==> config.mk <==
export PLATFORM = sky130hd
export DESIGN_NAME = regfile_wb_arb
export DESIGN_NICKNAME = d
export VERILOG_FILES = /design/src/rtl/lc3_pkg.sv /design/src/rtl/nzp_gen.sv /design/src/rtl/regfile_wb_arb.sv
export SDC_FILE = /design/constraint.sdc
export NUM_CORES = 1
export LEC_CHECK = 0
export ABC_CLOCK_PERIOD_IN_PS = 2100
export BUFFER_PORTS_ARGS = -buffer_cell sky130_fd_sc_hd__buf_2
export CAP_MARGIN = 5
export CELL_PAD_IN_SITES_DETAIL_PLACEMENT = 0
export CELL_PAD_IN_SITES_GLOBAL_PLACEMENT = 2
export CORE_MARGIN = 1.5
export CORE_UTILIZATION = 25
export CTS_BUF_LIST = sky130_fd_sc_hd__clkbuf_8
export DETAILED_ROUTE_END_ITERATION = 8
export HOLD_SLACK_MARGIN = 0.06
export PLACE_DENSITY_LB_ADDON = 0.3
export SKIP_CTS_REPAIR_TIMING = 1
export SYNTH_ARGS = -nofsm -noshare
export SYNTH_HDL_FRONTEND = slang
export SYNTH_HIERARCHICAL = 1
export SYNTH_SLANG_ARGS = --single-unit
==> constraint.sdc <==
create_clock -name clk -period 2.1 [get_ports clk]
set_input_delay 0.315 -clock clk [delete_from_list [all_inputs] [get_ports clk]]
set_output_delay 0.315 -clock clk [all_outputs]
set_load 0.1 [all_outputs]
==> src/rtl/lc3_pkg.sv <==
// Shared LC-3 datapath constants: word/register widths, NZP encodings and the
// writeback grant identifiers used by the regfile write-port arbiter.
package lc3_pkg;

  localparam int WORD_W = 16;
  localparam int REG_W  = 3;

  localparam logic [2:0] NZP_N = 3'b100;
  localparam logic [2:0] NZP_Z = 3'b010;
  localparam logic [2:0] NZP_P = 3'b001;

  typedef enum logic [0:0] {
    GNT_EX  = 1'b0,
    GNT_MEM = 1'b1
  } grant_e;

endpackage

==> src/rtl/nzp_gen.sv <==
// Combinational condition-code generator: classifies a word as negative, zero
// or positive. Shared with the BR unit for its test compare.
module nzp_gen #(
  parameter int WORD_W = lc3_pkg::WORD_W
) (
  input  logic [WORD_W-1:0] i_word,
  output logic [2:0]        o_nzp
);
  import lc3_pkg::*;

  // Sign bit dominates, so exactly one code bit is ever set.
  always_comb begin
    o_nzp = NZP_P;
    if (i_word[WORD_W-1]) begin
      o_nzp = NZP_N;
    end else if (i_word == {WORD_W{1'b0}}) begin
      o_nzp = NZP_Z;
    end else begin
      o_nzp = NZP_P;
    end
  end

endmodule

==> src/rtl/regfile_wb_arb.sv <==
// Round-robin arbiter between the execute and memory writeback requesters for
// the single regfile write port, with registered write triple and NZP register.
module regfile_wb_arb #(
  parameter int WORD_W = lc3_pkg::WORD_W,
  parameter int REG_W  = lc3_pkg::REG_W
) (
  input  logic              clk,
  input  logic              rst,
  input  logic              ex_valid,
  input  logic [REG_W-1:0]  ex_dr,
  input  logic [WORD_W-1:0] ex_data,
  input  logic              ex_setcc,
  output logic              ex_ready,
  input  logic              mem_valid,
  input  logic [REG_W-1:0]  mem_dr,
  input  logic [WORD_W-1:0] mem_data,
  input  logic              mem_setcc,
  output logic              mem_ready,
  input  logic              wb_hold,
  output logic [REG_W-1:0]  dr_sel,
  output logic [WORD_W-1:0] dr_in,
  output logic              load_reg,
  output logic [2:0]        nzp,
  output logic              pend_valid,
  output logic [REG_W-1:0]  pend_dr
);
  import lc3_pkg::*;

  grant_e            r_last_grant;
  logic [REG_W-1:0]  r_dr_sel;
  logic [WORD_W-1:0] r_dr_in;
  logic              r_load_reg;
  logic [2:0]        r_nzp;

  logic              w_ex_ready;
  logic              w_mem_ready;
  logic              w_grant;
  logic [REG_W-1:0]  w_win_dr;
  logic [WORD_W-1:0] w_win_data;
  logic              w_win_setcc;
  logic [2:0]        w_win_nzp;

  // Grant decision: the requester not granted last time wins a contention.
  always_comb begin
    w_ex_ready  = 1'b0;
    w_mem_ready = 1'b0;
    if (rst || wb_hold) begin
      w_ex_ready  = 1'b0;
      w_mem_ready = 1'b0;
    end else if (ex_valid && mem_valid) begin
      w_ex_ready  = (r_last_grant == GNT_MEM);
      w_mem_ready = (r_last_grant == GNT_EX);
    end else begin
      w_ex_ready  = ex_valid;
      w_mem_ready = mem_valid;
    end
  end

  assign w_grant = w_ex_ready | w_mem_ready;

  // Route the winning requester's write toward the output stage.
  always_comb begin
    w_win_dr    = ex_dr;
    w_win_data  = ex_data;
    w_win_setcc = ex_setcc;
    if (w_mem_ready) begin
      w_win_dr    = mem_dr;
      w_win_data  = mem_data;
      w_win_setcc = mem_setcc;
    end else begin
      w_win_dr    = ex_dr;
      w_win_data  = ex_data;
      w_win_setcc = ex_setcc;
    end
  end

  nzp_gen #(
    .WORD_W (WORD_W)
  ) u_nzp_gen (
    .i_word (w_win_data),
    .o_nzp  (w_win_nzp)
  );

  // Output stage, condition codes and fairness pointer; index/data hold when idle.
  always_ff @(posedge clk or posedge rst) begin
    if (rst) begin
      r_last_grant <= GNT_MEM;
      r_dr_sel     <= {REG_W{1'b0}};
      r_dr_in      <= {WORD_W{1'b0}};
      r_load_reg   <= 1'b0;
      r_nzp        <= NZP_Z;
    end else if (w_grant) begin
      r_last_grant <= w_mem_ready ? GNT_MEM : GNT_EX;
      r_dr_sel     <= w_win_dr;
      r_dr_in      <= w_win_data;
      r_load_reg   <= 1'b1;
      r_nzp        <= w_win_setcc ? w_win_nzp : r_nzp;
    end else begin
      r_load_reg   <= 1'b0;
    end
  end

  assign ex_ready   = w_ex_ready;
  assign mem_ready  = w_mem_ready;
  assign dr_sel     = r_dr_sel;
  assign dr_in      = r_dr_in;
  assign load_reg   = r_load_reg;
  assign nzp        = r_nzp;
  assign pend_valid = r_load_reg;
  assign pend_dr    = r_dr_sel;

endmodule

==> flow_summary.yaml <==
grt:
  grt_max_degree: 25
  antenna_found_initial: 0
  grt_use_total_pct: 11.1
  grt_pass1_vias: 1041
  overflow: 0
  grt_first_pass_wirelength_um: 4780
cells_and_area:
  largest_reg_flops: 16
  final_cells: 252
  final_area_sq_um: 1980
  final_layout_size_suffix_gt1_share_pct: 75.8
  seq_area_sq_um: 603
  multi_input_area_sq_um: 659
  fill_cells: 528
  area_growth_pct: 50.8
  antenna_cells: 0
  nets: 228
  utilization_pct: 39.0
floorplan:
  io_pins: 74
  start_util_pct: 25.8
  die_w_um: 75.4
  die_area_sq_um: 5690
  core_sq_um: 5070
  row_count: 26
  dieHeight_um: 75.4
critical_path:
  cpPeakStageDelay_ns: 0.53
  crit_family: "multiplexers"
  path_class: "flip-flop to flip-flop"
  crit_path_end_kind: "flip-flop"
  worstPathRequired_ns: 2.25
  startpoint: "r_last_grant$_DFFE_PP1P_"
  ff2ff_setup_slack_ns: 0.008
  path_buf_inv: 2
  critPathLaunchType: "flip-flop"
  slowest_stage: "dfstp_2"
  cp_max_fo: 7
  worst-endpoint-arrival_ns: 2.24
  rr_startpoint: "r_last_grant$_DFFE_PP1P_"
  path_cells: "nand2_1 -> nand3_4 -> buf_12 -> mux2_4 -> nor4_2 -> buf_4 -> a41oi_1 -> mux2_2"
sta:
  setup_viol: 0
  skew_ns: 0.00506
  max_slew_margin_pct: 66.9
  hold_ws_ns: 0.126
  rsz0062_at_grt: "yes"
  max_freq_ghz: 0.478
  period_share_pct: 99.6
  tightest_slew_ns: 0.499
  finalSetupTns_ns: 0
  fin_crit_ns: 2.09
  hold_viol_final: 0
  drv_slew: 0
cts:
  cts_root_buf: "clkbuf_8"
  cts_max_path_buffers: 2
  clkTransAtPathRegs_ns: 0.09
  clk_latency_ns: 0.26
  numClockSinks: 24
  cts_tree: "yes"
  htree_levels: 1
  numCtsBuffers: 3
route:
  route.detailed.vias_per_inst: 4.22
  wl_per_cell_um: 13.1
  wirelength_um: 3310
  dr.pass1.iters: 2
  drt-initial-drc-count: 35
  route.vias.total: 1064
  drtAntennaViolNets: 0
  drc: 0
status:
  status: "finished, final reports clean"
yosys:
  ys_seq_elements: 24
  yosysWarnings: 6
  syn_inst: 96
  synth_area_sq_um: 1310
  yosysSeqAreaShare_pct: 46.0
  syn_nets: 141
  syn_area_per_cell_sq_um: 13.7
  yosysUniqueCellTypes: 22
power_and_ir_drop:
  power.density_nw_per_um2: 998
  vdd_drop_max_uv: 317
  p_leak_nw: 1.04
run:
  cap_violations: 0
placement:
  globalplace.congestion: 0.726
  placed_area_sq_um: 1810
  place_hpwl_um: 2620
  place_inst: 241
  place.port_buffers: 73
hold_path:
  hold_class: "input pin to asynchronous set/reset pin"
## placed cells by master (no fill, tap or decap)
| cell | n |
|---|---|
| nand3_4 | 1 |
| buf_12 | 4 |
| mux2_4 | 15 |
| o21ai_0 | 3 |
| clkbuf_16 | 1 |
| a31oi_1 | 1 |
| o21ai_1 | 1 |
| nand2_1 | 4 |
| dfstp_2 | 2 |
| nor4_2 | 3 |
| nor4_4 | 1 |
| a21oi_1 | 1 |
| o2111ai_1 | 1 |
| buf_2 | 72 |
| a41oi_1 | 1 |
| buf_4 | 13 |
| inv_1 | 5 |
| dfrtp_1 | 22 |
| o211a_1 | 1 |
| and4_1 | 1 |
| o21ai_2 | 1 |
| clkbuf_8 | 3 |
| mux2i_1 | 3 |
| inv_2 | 1 |
| nor2_4 | 1 |
| mux2_2 | 20 |
## through the flow
stage / worst slack (ns) / total power [mW]
after floorplan: 0.102 / 1.50
after global placement: -0.0463 / 1.68
after detailed placement: -0.118 / 1.69
after CTS: -0.125 / 1.97
after global routing: -0.101 / 2.06
final: 0.00785 / 1.97
## path summary, 6_finish.rpt
check                                           endpoint  depth (start not counted)
worst max-delay path                  nzp[0]$_DFFE_PP0P_                          8
worst min-delay path               dr_in[12]$_DFFE_PP0P_                          3
worst max register to register        nzp[0]$_DFFE_PP0P_                          8
worst min register to register     dr_sel[1]$_DFFE_PP0P_                          2
max in group asynchronous       r_last_grant$_DFFE_PP1P_                          3
min in group clk                r_last_grant$_DFFE_PP1P_                          3
## per-layer routing
layer	up-vias	routed length, um	GRT usage (%)
met2	25	1820	19.8
met1	521	1330	13.5
met4	0	23	4.17
met5	-	0	0
li1	516	-	-
met3	2	132	1.46
## worst register-to-register path, cell delays in order (launching register included)
cell and delay [ns]:
dfstp_2 0.53, nand2_1 0.08, nand3_4 0.12, buf_12 0.15
mux2_4 0.31, nor4_2 0.26, buf_4 0.15, a41oi_1 0.11
mux2_2 0.28
## cell families (layout without fill, tap and decap cells)
| family | after synthesis | after routing | synth area share (%) |
|---|---|---|---|
| muxes | 38 | 38 | 36.6 |
| AOI/OAI and AO/OA | 10 | 10 | 5.15 |
| and+or+nand+nor | 11 | 11 | 5.34 |
| buffers and inverters | 13 | 99 | 6.87 |
| DFF | 24 | 24 | 46.0 |
## final cells by class
type / instances / area share, %
multi-input cells: 59 / 33.4
flip-flops and latches: 24 / 30.5
repair buffers: 90 / 28.5
well taps: 70 / 4.43
clock buffers: 3 / 2.09
inverters: 5 / 0.949
clock inverters: 1 / 0.190
## cell usage after synthesis
master	count	area share (%)
o211a_1	1	0.76
nor4_1	4	1.9
mux2_4	15	17
buf_6	3	2.6
and4_1	1	0.67
a41oi_1	1	0.67
inv_1	4	1.1
o2111ai_1	1	0.67
buf_4	5	2.9
nand2_1	4	1.1
o21ai_2	1	0.67
a21oi_1	1	0.38
o21ai_0	3	1.1
nand3_2	1	0.76
a31oi_1	1	0.48
inv_2	1	0.29
mux2i_1	3	2.3
dfstp_2	2	4.0
o21ai_1	1	0.38
mux2_2	20	17
dfrtp_1	22	42
nor2_4	1	0.86
## where the power goes
group          total [mW]  leakage, nW  internal, mW  switching [mW]
clock network       0.274       0.0269         0.131           0.143
registers           0.598        0.283         0.553          0.0448
logic                1.10        0.734         0.234           0.868
total                1.97         1.04         0.917            1.06
No activity file was read; power rests on OpenSTA's default activity.
